`config.mk`:
```
export PLATFORM = sky130hd
export DESIGN_NAME = fifo_wr_arbiter
export DESIGN_NICKNAME = d
export VERILOG_FILES = /design/src/rtl/fifo_arb_pkg.sv /design/src/rtl/rr_priority_pick.sv /design/src/rtl/fifo_wr_arbiter.sv
export SDC_FILE = /design/constraint.sdc
export NUM_CORES = 1
export LEC_CHECK = 0
export ABC_CLOCK_PERIOD_IN_PS = 15700
export CELL_PAD_IN_SITES_DETAIL_PLACEMENT = 1
export CELL_PAD_IN_SITES_GLOBAL_PLACEMENT = 2
export CORE_AREA = 10 10 353 355
export CTS_BUF_LIST = sky130_fd_sc_hd__clkbuf_8
export CTS_CLUSTER_SIZE = 30
export DETAILED_ROUTE_END_ITERATION = 10
export DIE_AREA = 0 0 363 365
export PLACE_DENSITY_LB_ADDON = 0.1
export SYNTH_ARGS = -nofsm -noshare
export SYNTH_HDL_FRONTEND = slang
export SYNTH_HIERARCHICAL = 1
export SYNTH_SLANG_ARGS = --single-unit
```
`constraint.sdc`:
```
create_clock -name clock -period 15.7 [get_ports clock]
set_input_delay 3.14 -clock clock [delete_from_list [all_inputs] [get_ports clock]]
set_output_delay 3.14 -clock clock [all_outputs]
set_load 0.03 [all_outputs]
```
`src/rtl/fifo_arb_pkg.sv`:
```
// -----------------------------------------------------------------------------
// fifo_arb_pkg
// Shared definitions for the FIFO write-port arbiter:
//   - default parameter values (requester count, widths, FIFO depth, burst cap)
//   - arbiter state enumeration
//   - rr_start(): where the next round-robin search begins once a burst ends
// -----------------------------------------------------------------------------
package fifo_arb_pkg;

  localparam int N_REQ_DEF     = 4;
  localparam int DATA_W_DEF    = 128;
  localparam int CNT_W_DEF     = 256;
  localparam int DEPTH_DEF     = 16;
  localparam int MAX_BURST_DEF = 8;

  typedef enum logic [0:0] {
    IDLE  = 1'b0,
    BURST = 1'b1
  } arb_state_e;

  // The requester just served drops to lowest priority: the next search
  // starts one position after it, wrapping at n_req.
  function automatic int unsigned rr_start(input int unsigned granted,
                                           input int unsigned n_req);
    return (granted + 1) % n_req;
  endfunction

endpackage

```
`src/rtl/rr_priority_pick.sv`:
```
// -----------------------------------------------------------------------------
// rr_priority_pick
// Combinational round-robin selector: returns the first asserted request at or
// after i_ptr, wrapping around the request vector.
// Ports:
//   i_req    N_REQ   request vector
//   i_ptr    PTR_W   search start index
//   o_pick   N_REQ   one-hot selected requester (zero when none)
//   o_found  1       any request was selected
// -----------------------------------------------------------------------------
module rr_priority_pick #(
  parameter int N_REQ = 4,
  parameter int PTR_W = 2
) (
  input  logic [N_REQ-1:0] i_req,
  input  logic [PTR_W-1:0] i_ptr,
  output logic [N_REQ-1:0] o_pick,
  output logic             o_found
);

  logic [PTR_W-1:0] w_cand;

  // Walk the vector starting at i_ptr; the first hit wins and masks the rest.
  always_comb begin
    o_pick  = '0;
    o_found = 1'b0;
    w_cand  = '0;
    for (int i = 0; i < N_REQ; i++) begin
      w_cand = PTR_W'((32'(i_ptr) + 32'(i)) % N_REQ);
      if (!o_found && i_req[w_cand]) begin
        o_pick[w_cand] = 1'b1;
        o_found        = 1'b1;
      end
    end
  end

endmodule

```
`src/rtl/fifo_wr_arbiter.sv`:
```
// -----------------------------------------------------------------------------
// fifo_wr_arbiter
// Round-robin arbiter sharing one FIFO write port among N_REQ producers.
// A producer is granted for a locked burst (ends on last or MAX_BURST beats);
// accepted beats pass through one register stage onto wr / D_in. Occupancy
// (fifo_cnt plus the beat already held in the output register) gates
// req_ready so the FIFO is never written beyond DEPTH.
// Ports:
//   clock      in   rising-edge clock
//   rst        in   asynchronous active-low reset
//   req_valid  in   N_REQ         per-requester beat valid
//   req_last   in   N_REQ         per-requester last-beat flag
//   req_data   in   N_REQ*DATA_W  requester i at [i*DATA_W +: DATA_W]
//   req_ready  out  N_REQ         beat accepted when valid (granted only)
//   grant      out  N_REQ         one-hot registered owner, zero when idle
//   busy       out  1             burst in progress
//   wr         out  1             registered FIFO write strobe
//   D_in       out  DATA_W        registered FIFO write data
//   full       in   1             FIFO full flag
//   fifo_cnt   in   CNT_W         FIFO occupancy
// -----------------------------------------------------------------------------
module fifo_wr_arbiter
  import fifo_arb_pkg::*;
#(
  parameter int N_REQ     = N_REQ_DEF,
  parameter int DATA_W    = DATA_W_DEF,
  parameter int CNT_W     = CNT_W_DEF,
  parameter int DEPTH     = DEPTH_DEF,
  parameter int MAX_BURST = MAX_BURST_DEF
) (
  input  logic                    clock,
  input  logic                    rst,
  input  logic [N_REQ-1:0]        req_valid,
  input  logic [N_REQ-1:0]        req_last,
  input  logic [N_REQ*DATA_W-1:0] req_data,
  output logic [N_REQ-1:0]        req_ready,
  output logic [N_REQ-1:0]        grant,
  output logic                    busy,
  output logic                    wr,
  output logic [DATA_W-1:0]       D_in,
  input  logic                    full,
  input  logic [CNT_W-1:0]        fifo_cnt
);

  localparam int PTR_W  = (N_REQ > 1) ? $clog2(N_REQ) : 1;
  localparam int BCNT_W = (MAX_BURST > 1) ? $clog2(MAX_BURST) : 1;

  arb_state_e        r_state;
  logic [N_REQ-1:0]  r_grant;
  logic [PTR_W-1:0]  r_gIdx;
  logic [PTR_W-1:0]  r_rrPtr;
  logic [BCNT_W-1:0] r_beatCnt;
  logic              r_wr;
  logic [DATA_W-1:0] r_din;

  logic [N_REQ-1:0]  w_pick;
  logic              w_found;
  logic [PTR_W-1:0]  w_pickIdx;
  logic [CNT_W:0]    w_occSum;
  logic              w_slotFree;
  logic [N_REQ-1:0]  w_ready;
  logic              w_accept;
  logic              w_lastBeat;
  logic              w_burstEnd;
  logic [DATA_W-1:0] w_gData;

  rr_priority_pick #(
    .N_REQ (N_REQ),
    .PTR_W (PTR_W)
  ) u_pick (
    .i_req   (req_valid),
    .i_ptr   (r_rrPtr),
    .o_pick  (w_pick),
    .o_found (w_found)
  );

  // Binary index of the one-hot pick, kept alongside grant for muxing.
  always_comb begin
    w_pickIdx = '0;
    for (int i = 0; i < N_REQ; i++) begin
      if (w_pick[i]) begin
        w_pickIdx = PTR_W'(i);
      end
    end
  end

  // The beat sitting in the output register lands next edge, so it counts
  // toward occupancy. One extra bit keeps the add from wrapping.
  assign w_occSum   = {1'b0, fifo_cnt} + {{CNT_W{1'b0}}, r_wr};
  assign w_slotFree = !full && (w_occSum < (CNT_W+1)'(DEPTH));

  assign w_ready    = ((r_state == BURST) && w_slotFree) ? r_grant : '0;
  assign w_accept   = |(req_valid & w_ready);
  assign w_gData    = req_data[int'(r_gIdx)*DATA_W +: DATA_W];
  assign w_lastBeat = req_last[r_gIdx];
  assign w_burstEnd = w_accept &&
                      (w_lastBeat || (r_beatCnt == BCNT_W'(MAX_BURST-1)));

  assign req_ready = w_ready;
  assign grant     = r_grant;
  assign busy      = (r_state == BURST);
  assign wr        = r_wr;
  assign D_in      = r_din;

  // Arbitration FSM: lock a grant in IDLE, count beats in BURST, release and
  // advance the round-robin pointer past the owner when the burst ends.
  // A valid drop keeps the grant and freezes the count.
  always_ff @(posedge clock or negedge rst) begin
    if (!rst) begin
      r_state   <= IDLE;
      r_grant   <= '0;
      r_gIdx    <= '0;
      r_rrPtr   <= '0;
      r_beatCnt <= '0;
    end else begin
      case (r_state)
        IDLE: begin
          r_beatCnt <= '0;
          if (w_found) begin
            r_grant <= w_pick;
            r_gIdx  <= w_pickIdx;
            r_state <= BURST;
          end
        end
        BURST: begin
          if (w_accept) begin
            r_beatCnt <= r_beatCnt + BCNT_W'(1);
          end
          if (w_burstEnd) begin
            r_state <= IDLE;
            r_grant <= '0;
            r_rrPtr <= PTR_W'(rr_start(32'(r_gIdx), N_REQ));
          end
        end
        default: begin
          r_state <= IDLE;
          r_grant <= '0;
        end
      endcase
    end
  end

  // Output register: one write per accepted beat; data holds between beats.
  always_ff @(posedge clock or negedge rst) begin
    if (!rst) begin
      r_wr  <= 1'b0;
      r_din <= '0;
    end else begin
      r_wr <= w_accept;
      if (w_accept) begin
        r_din <= w_gData;
      end
    end
  end

endmodule

```
* Word level (Yosys, flattened, before mapping)
Index checks and enable logic that the tools add are counted.
Cells by class: multiplexer cells 38, equal/unequal tests 4, magnitude comparators 10, reductions and logical operators 19, bitwise gates (word level) 5, shift-type cells 1, add/subtract/negate cells 6
Operators by type and width (count):
- $shiftx A512 B10 Y128 | 1
- $add A256 B1 Y257 | 1
- $lt A257 B5 Y1 const B | 1
- $mux W4 | 7
- $mux W1 | 16
- $lt A2 B3 Y1 const B | 5
- $or A4 B4 Y4 | 3
- $bmux W1 S2 | 5
- $logic_and A1 B1 Y1 | 10
- $demux W1 S2 | 4
- $ge A2 B1 Y1 const B | 4
- $pmux W4 S2 | 1
- $ne A2 B1 Y1 const B | 3
- $pmux W3 S2 | 1
- $reduce_and A2 Y1 | 3
- $add A2 B1 Y2 const B | 2
- $add A2 B2 Y2 const B | 2
- $and A4 B4 Y4 | 1
- $logic_not A1 Y1 | 4
- $mux W2 | 2
- $reduce_or A4 Y1 | 1
- $add A3 B1 Y3 const B | 1
- $eq A3 B3 Y1 const B | 1
- $mux W3 | 1
- 3 further kinds | 3
Storage, ports and cells: flip-flop bits (word level) 141, output and inout port bits 138, input port bits 779

* Depth between registers and ports, before layout
Gate-level depths: netlist of run 1.
word-level depth 15, depth in mapped cells 17, mapped depth without buffers 11

* Cells and area by module
The synthesis of run 1 kept the hierarchy.
By module, submodules not included:
- fifo_wr_arbiter | area an instance 19516.2 µm², seq. area each 3528.4 µm², instances 1, cells each 2348
- rr_priority_pick | area an instance 494.2 µm², seq. area each 0.0 µm², instances 1, cells each 62

* Worst setup path after synthesis of run 1
Ideal clock, no wire load.
kind input -> output, start in fifo_cnt[71], end out req_ready[0], path buffers 1, data arrival time 6997 ps, slack 5563 ps, data required time 12560 ps, stages 12, path through buf_2 nand4_1 nor4_1 nand2_1 o31a_1 nor4_1 nand4b_1 or4b_2 or4_1 nor4_1 nand4_1 nor2_1
Between the ends: cells in the longest elaborated chain, start to end 5
Ends and longest elaborated chain:
- from (decl) | RTL line fifo_wr_arbiter.sv:42 | input logic [CNT_W-1:0] fifo_cnt
- $add A256 B1 Y257 | RTL line fifo_wr_arbiter.sv:89 | assign w_occSum = {1'b0, fifo_cnt} + {{CNT_W{1'b0}}, r_wr};
- $lt A257 B5 Y1 | RTL line fifo_wr_arbiter.sv:90 | assign w_slotFree = !full && (w_occSum < (CNT_W+1)'(DEPTH));
- $logic_and A1 B1 Y1 | RTL line fifo_wr_arbiter.sv:90
- $logic_and A1 B1 Y1 | RTL line fifo_wr_arbiter.sv:92 | assign w_ready = ((r_state == BURST) && w_slotFree) ? r_grant : '0;
- $mux W4 | RTL line fifo_wr_arbiter.sv:92
- to (decl) | RTL line fifo_wr_arbiter.sv:36 | output logic [N_REQ-1:0] req_ready,
Every way passes these cells.

* Worst setup path after layout of run 1
start in fifo_cnt[68], end out req_ready[1]
The elaborated chain is that of the path after synthesis.

==> results of run 1 <==
-- flip-flops by register name, indices dropped and copies added, names as in the netlist --
name / flops
D_in: 128
busy: 1
grant: 4
r_beatCnt: 3
r_gIdx: 2
r_rrPtr: 2
wr: 1
-- worst reg2reg max path, delay by kind of cell, from the launching register on --
kind / cells / cell delay, ns
DFF: 1 / 0.52
and+or+nand+nor: 9 / 5.63
xor gates and xnor gates: 1 / 0.20
buffers and inverters: 1 / 0.57
muxes: 1 / 0.65
-- per-layer routing --
| metal | track usage (%) | part of all wire [%] |
|---|---|---|
| met1 | 40.5 | 37 |
| met2 | 59.0 | 47 |
| met3 | 9.87 | 8.7 |
| met4 | 19.4 | 6.4 |
| met5 | 0 | 0.14 |
-- per-stage QoR --
stage	util [%]	std cells	power (W)	hold slack [ns]
6_report	27.0	4890	0.00135	0.501
5_1_grt	27.0	4869	0.00139	0.520
4_1_cts	26.9	4847	0.00136	0.503
3_5_place_dp	26.6	4815	0.000987	0.475
3_3_place_gp	26.6	4814	0.000986	0.471
2_1_floorplan	-	2410	0.000588	0.514
-- cell type report --
| cell class | count | area share [%] |
|---|---|---|
| tap | 1536 | 6.06 |
| multi-input combinational | 2099 | 49.8 |
| clock buffer | 18 | 0.781 |
| antenna | 43 | 0.339 |
| clock inverter | 14 | 0.540 |
| sequential | 141 | 11.1 |
| inverter | 44 | 0.520 |
| timing repair buffer | 995 | 30.8 |
-- power by group through the flow --
stage               Clock [W]  Combinational [W]  Sequential (W)
floorplan                   0           0.000214        0.000375
global placement            0           0.000606        0.000380
finish               0.000355           0.000618        0.000372
detailed placement          0           0.000607        0.000380
global route         0.000381           0.000634        0.000373
CTS                  0.000374           0.000610        0.000373
-- cell usage after synthesis, types with 50 or more instances --
cell type | n | area share [%]
and3_1 | 53 | 1.7
clkbuf_1 | 80 | 1.5
dfrtp_1 | 141 | 18
mux2_1 | 87 | 4.9
mux2_2 | 50 | 2.8
mux4_2 | 130 | 15
nand2_1 | 231 | 4.3
nand3_1 | 176 | 4.4
nand4_1 | 280 | 8.8
nor2_1 | 155 | 2.9
nor3_1 | 126 | 3.2
nor4_1 | 200 | 6.3
xnor2_1 | 67 | 2.9
-- worst max-delay path by stage --
| stage | cells past startpoint | end | slack (ns) | from |
|---|---|---|---|---|
| 2_1_floorplan | 12 | req_ready[0] | 5.56 | fifo_cnt[71] |
| 3_3_place_gp | 13 | req_ready[3] | 1.08 | fifo_cnt[160] |
| 3_5_place_dp | 13 | req_ready[1] | 2.22 | fifo_cnt[12] |
| 4_1_cts | 13 | req_ready[1] | 2.20 | fifo_cnt[12] |
| 5_1_grt | 14 | req_ready[1] | 1.66 | fifo_cnt[12] |
| 6_report | 13 | req_ready[1] | 1.88 | fifo_cnt[68] |
-- kinds of logic (layout without fill, tap and decap cells) --
kind of cell / after synthesis / in the layout / share of synthesized area (%)
simple gates: 1473 / 1473 / 41.7
other cells: 0 / 43 / 0
buf+inv: 170 / 1071 / 3.80
compound gates: 216 / 216 / 8.01
fa+ha+maj: 8 / 8 / 0.500
xor+xnor: 114 / 114 / 4.99
flops: 141 / 141 / 17.6
mux: 288 / 288 / 23.4
==> flow_summary.toml, run 1 <==
[layout]
layout-drive-gt1-share_pct = 10.7
nFillCells = 13700
seq_area_um2 = 3540
fin_area_um2 = 31700
layout_common_cells = "915 x clkdlybuf4s50_1, 280 x nand4_1, 231 x nand2_1, 190 x nor4_1, 176 x nand3_1"
multiInputGateArea_um2 = 15800
layout_commonest_cell = "clkdlybuf4s50_1"
area_growth_syn_to_layout_pct = 58.6
fin_nets = 4085

[critical_path]
critPathTopFamily = "simple AND/OR/NAND/NOR gates"
crit_chain = "clkdlybuf4s50_1 -> nand4_1 -> nor4_4 -> nand2_1 -> nor3_1 -> xnor2_1 -> nand4_1 -> or4b_2 -> or4_1 -> nor4_1 -> nand4_1 -> nor2_1 -> clkdlybuf4s50_1"
end_kind = "output pin"
r2r_setup_slack_ns = 8.02
reg2reg_from = "wr$_DFF_PN0_"
cp.buffers_inverters = 2
startpoint_type = "input port"
reg2regPathDepth = 12
r2r_end = "D_in[90]$_DFFE_PN0P_"
crit_type = "in2out"
path_max_fanout = 10
cp.required_ns = 12.56
crit_top_cell = "nand4_1"
arrival_ns = 10.68
cpPeakStageDelay_ns = 1.18
cp_slowest_cell = "nor3_1"

[timing]
tns_ns = 0
clock_skew_ns = 0.0348
fin_ws_ns = 1.88
max_slew_margin_pct = 4.07
max_slew.worst_pin.slew_ns = 1.43
layout_min_cycle_time_ns = 13.82
hold_violations = 0
setup_violations = 0
clock.fmax_ghz = 0.0723
finalCritPeriodShare_pct = 88.0
rsz0062_at_grt = "no"
slew_viol_final = 0

[power]
p_leak_nw = 10.2
seqPwrFrac_pct = 27.7
vdd_drop_max_mv = 0.0384
switching_share_pct = 40.4
power_switching_w = 0.000543
internal-power_w = 0.000802
clockPowerShare_pct = 26.4
powerDensity_nw_per_um2 = 42.4
comb_power_share_pct = 45.9

[placement]
dp_hpwl_um = 215000
placedInstanceArea_um2 = 31200
gp_congestion = 1.04
dpl_worst_slack_ns = 2.22
port_buffers = 916

[clocking]
cts_root_buffer = "clkbuf_8"
cts_buffer_depth = 2
path_clk_slew_ns = 0.10
clkLatencyLatePin_ns = 0.59
cts_buffers = 17
htree_levels = 4
post_cts_buffers = 0
cts_tree = "done"
cts.sinks = 141
postCtsHoldBufs = 0
cts_resized = 0

[floorplanning]
core-area_um2 = 117000
io_pins = 917
dieWidth_um = 363
rows = 126
die_area_um2 = 132000
initial_core_util_pct = 17.0
fp.dieH_um = 365

[run_status]
outcome = "finished clean"

[synth]
synth_edf_count = 0
synth-seq-cells = 141
synth_top_flop_cell = "dfrtp_1"
synth_cell_types = 87
synth_nets = 3197
seq_area_frac_synth_pct = 17.6
postSynth.asyncResetShare_pct = 100
ys_warn_count = 6
netlist_instances = 2410
netlist_area_um2 = 20000
syn_area_per_cell_um2 = 8.30

[global_routing]
grt_overflow = 0
grt_pass1_vias = 29700
track_usage_pct = 35.3
antenna_found_initial = 142
grt_max_degree = 132
grt_pass1_wl_um = 311000

[run]
drv_cap = 0

[detailed_routing]
ant_nets = 0
routed_via_density = 6.05
avgRoutedWirePerCell_um = 50.0
drt_wl_total_um = 245000
vias = 29600
drc = 0
first_pass_iters = 6
drt_iter0_markers = 3653

[min_path]
min_to = "D_in[3]$_DFFE_PN0P_"
hold_path_class = "reg2reg"
whs_path_depth = 1
min-delay-start = "D_in[3]$_DFFE_PN0P_"
No activity file was read; power rests on OpenSTA's default activity.
==> inputs of run 2 (changes only) <==
--- a/config.mk
+++ b/config.mk
@@ -5,14 +5,15 @@
 export SDC_FILE = /design/constraint.sdc
 export NUM_CORES = 1
 export LEC_CHECK = 0
+export ABC_AREA = 1
 export ABC_CLOCK_PERIOD_IN_PS = 15700
 export CELL_PAD_IN_SITES_DETAIL_PLACEMENT = 1
 export CELL_PAD_IN_SITES_GLOBAL_PLACEMENT = 2
-export CORE_AREA = 10 10 353 355
+export CORE_AREA = 10 10 354 356
 export CTS_BUF_LIST = sky130_fd_sc_hd__clkbuf_8
 export CTS_CLUSTER_SIZE = 30
 export DETAILED_ROUTE_END_ITERATION = 10
-export DIE_AREA = 0 0 363 365
+export DIE_AREA = 0 0 364 366
 export PLACE_DENSITY_LB_ADDON = 0.1
 export SYNTH_ARGS = -nofsm -noshare
 export SYNTH_HDL_FRONTEND = slang
==> run 2 against run 1 <==
  * Synthesized cell count up 110%
  * Sequential power shrank 2%
  * Wire length up 6.0%
  * Design area is 15% higher
  * Global-route usage grew 1.8 points
  * Combinational power fell by 15%
  * Highest routed layer unchanged
  * Worst hold slack got worse by 0.011 ns
  * First-iteration DRC count grew 16%
==> flow_summary.toml, run 2 <==
[run_status]
outcome = "finished clean"

[timing]
hold_slack_ns = 0.490
hold_violations = 0
max_slew_margin_pct = 16.0
max_slew.worst_pin.slew_ns = 1.26
rsz0062_at_grt = "no"
clock.fmax_ghz = 0.0802
clock_skew_ns = 0.0357
finalCritPeriodShare_pct = 79.4
slew_viol_final = 0
tns_ns = 0
layout_min_cycle_time_ns = 12.47
setup_violations = 0

[synth]
yosysTopAreaCell = "nand2_1"
synth_area_leaders = "nand2_1 31%, nor2_1 16%, dfrtp_1 14%, inv_1 5.5%, nand3_1 5.4%"
synth_nets = 5765
postSynth.asyncResetShare_pct = 100
synth-seq-cells = 141
synth_common_cells = "2,082 x nand2_1, 1,051 x nor2_1, 372 x inv_1"
synth_top_cell_area_share_pct = 30.8
syn_area_per_cell_um2 = 5.10
yosysMostFrequentCell = "nand2_1"
ys_warn_count = 6
synth_edf_count = 0
synth_cell_types = 42
netlist_instances = 4978
seq_area_frac_synth_pct = 13.9
synth_top_flop_cell = "dfrtp_1"
netlist_area_um2 = 25400

[critical_path]
startpoint_type = "input port"
crit_type = "in2out"
critPathTopFamily = "simple AND/OR/NAND/NOR gates"
cp.depth = 20
path_max_fanout = 5
end_kind = "output pin"
cp.required_ns = 12.56
cp.buffers_inverters = 2
reg2regPathDepth = 22
cpPeakStageDelay_ns = 0.75
arrival_ns = 9.33
crit_chain = "clkdlybuf4s50_1 -> nand2_1 -> nor2_1 -> nand2_1 -> nor2_1 -> nand2_1 -> nor2_1 -> nand2_1 -> nor2_1 -> nand2_1 -> nand2_1 -> o21ai_1 -> nor2_1 -> nand3_1 -> nor2_1 -> nand3_1 -> nor2_2 -> nand2_1 -> nor2_1 -> clkdlybuf4s50_1"
cp_slowest_cell = "clkdlybuf4s50_1"

[global_routing]
grt_overflow = 0
grt_pass1_wl_um = 342000
track_usage_pct = 37.0
antenna_found_initial = 91
grt_max_degree = 177
grt_pass1_vias = 39400

[power]
clockPowerShare_pct = 28.4
p_leak_nw = 14.1
switching_share_pct = 37.2
power_switching_w = 0.000463
powerDensity_nw_per_um2 = 34.0
seqPwrFrac_pct = 29.2
internal-power_w = 0.000781
vdd_drop_max_mv = 0.0404
comb_power_share_pct = 42.5

[detailed_routing]
avgRoutedWirePerCell_um = 34.9
drt_iter0_markers = 4241
drt_wl_total_um = 259000
vias = 39600
ant_nets = 0
routed_via_density = 5.34
first_pass_iters = 6
drc = 0

[placement]
gp_congestion = 1.05
port_buffers = 916
placedInstanceArea_um2 = 36000
dp_hpwl_um = 232000
dp.cells = 7340

[clocking]
cts_tree = "done"
clkLatencyLatePin_ns = 0.51
cts_buffers = 17
postCtsHoldBufs = 0
post_cts_buffers = 0
cts.sinks = 141
cts_buffer_depth = 2
htree_levels = 4
cts_resized = 0
cts_root_buffer = "clkbuf_8"
path_clk_slew_ns = 0.08

[floorplanning]
fp.dieH_um = 366
initial_core_util_pct = 21.5
core-area_um2 = 118000
rows = 126
die_area_um2 = 133000
io_pins = 917
dieWidth_um = 364

[min_path]
hold_path_class = "reg2reg"
whs_path_depth = 2

[layout]
fin_nets = 6610
layout-drive-gt1-share_pct = 5.71
fin_area_um2 = 36600
final_cells = 7423
largest_reg_flops = 128
area_growth_syn_to_layout_pct = 44.3
layout_commonest_cell = "nand2_1"
layout_common_cells = "2,082 x nand2_1, 1,051 x nor2_1, 915 x clkdlybuf4s50_1, 374 x inv_1, 272 x nand3_1"

[run]
drv_cap = 0
-- run 2: cell types whose count changed after synthesis, moves of 70 or more --
cell,delta
nand2_1,+1851
nor2_1,+896
inv_1,+329
nor4_1,-195
nand4_1,-175
mux4_2,-130
a32o_1,+128
a21oi_1,+124
o21ai_2,+120
nand3_1,+96
mux2_1,-87
nor3_1,-70
-- run 2: layout make-up --
type                            instances  area [um2]
Antenna cell                           51         128
Clock buffer                           20         275
Clock inverter                         12         169
Fill cell                           15600       81100
Inverter                              384        1460
Multi-Input combinational cell       4338       19800
Sequential cell                       141        3530
Tap cell                             1536        1920
Timing Repair Buffer                  941        9370
-- run 2: per-stage QoR --
step           setup slack, ns  total power (W)  util [%]
2_1_floorplan             7.17         0.000510         -
3_3_place_gp              3.45         0.000880      30.6
3_5_place_dp              3.48         0.000878      30.6
4_1_cts                   3.47          0.00124      31.0
5_1_grt                   3.36          0.00128      31.1
6_report                  3.23          0.00124      31.1
-- run 2: kinds of logic after synthesis --
kind of cell	after synthesis	synth area share, %
flops	141	13.9
simple gates	3766	61.3
buf+inv	499	8.21
xor+xnor	31	1.07
compound gates	533	15.1
fa+ha+maj	8	0.394
-- run 2: power groups by stage --
stage	combinational [W]	sequential, W	clock, W
2_1_floorplan	0.000140	0.000370	0
3_3_place_gp	0.000510	0.000370	0
3_5_place_dp	0.000508	0.000370	0
4_1_cts	0.000511	0.000363	0.000364
5_1_grt	0.000546	0.000363	0.000375
6_report	0.000528	0.000363	0.000353
-- run 2: worst paths after layout --
check                                     startpoint                    end  slack (ns)
min in group asynchronous                        rst    D_in[0]$_DFFE_PN0P_        2.55
worst min register to register  D_in[45]$_DFFE_PN0P_   D_in[45]$_DFFE_PN0P_        0.49
worst min-delay path            D_in[45]$_DFFE_PN0P_   D_in[45]$_DFFE_PN0P_        0.49
worst max-delay path                    fifo_cnt[53]           req_ready[3]        3.23
max in group asynchronous                        rst  r_gIdx[0]$_DFFE_PN0P_       11.18
worst max register to register          wr$_DFF_PN0_   D_in[65]$_DFFE_PN0P_        8.95
-- run 2: layer usage --
metal	up-vias	track usage (%)	wire, um
li1	17700	-	-
met1	19500	45.4	103000
met2	1984	61.9	123000
met3	366	8.27	22200
met4	30	15.2	11200
met5	-	0	180
-- run 2: worst reg2reg max path, stage by stage, from the launching register on --
cell      delay, ns
dfrtp_1        0.50
nand2_2        0.18
nor2_4         0.28
nand2_1        0.31
nor2_2         0.48
nand2_1        0.32
inv_1          0.17
nand2_1        0.21
o21bai_1       0.68
nand2_1        0.46
nand4_1        0.18
nor2_1         0.07
nand2_1        0.07
nor2_1         0.04
nand2_1        0.07
nor2_2         0.10
nand4_1        0.13
nand2_2        0.09
nor2_4         0.57
buf_12         0.68
buf_4          0.77
nand2_1        0.20
o21ai_2        0.09
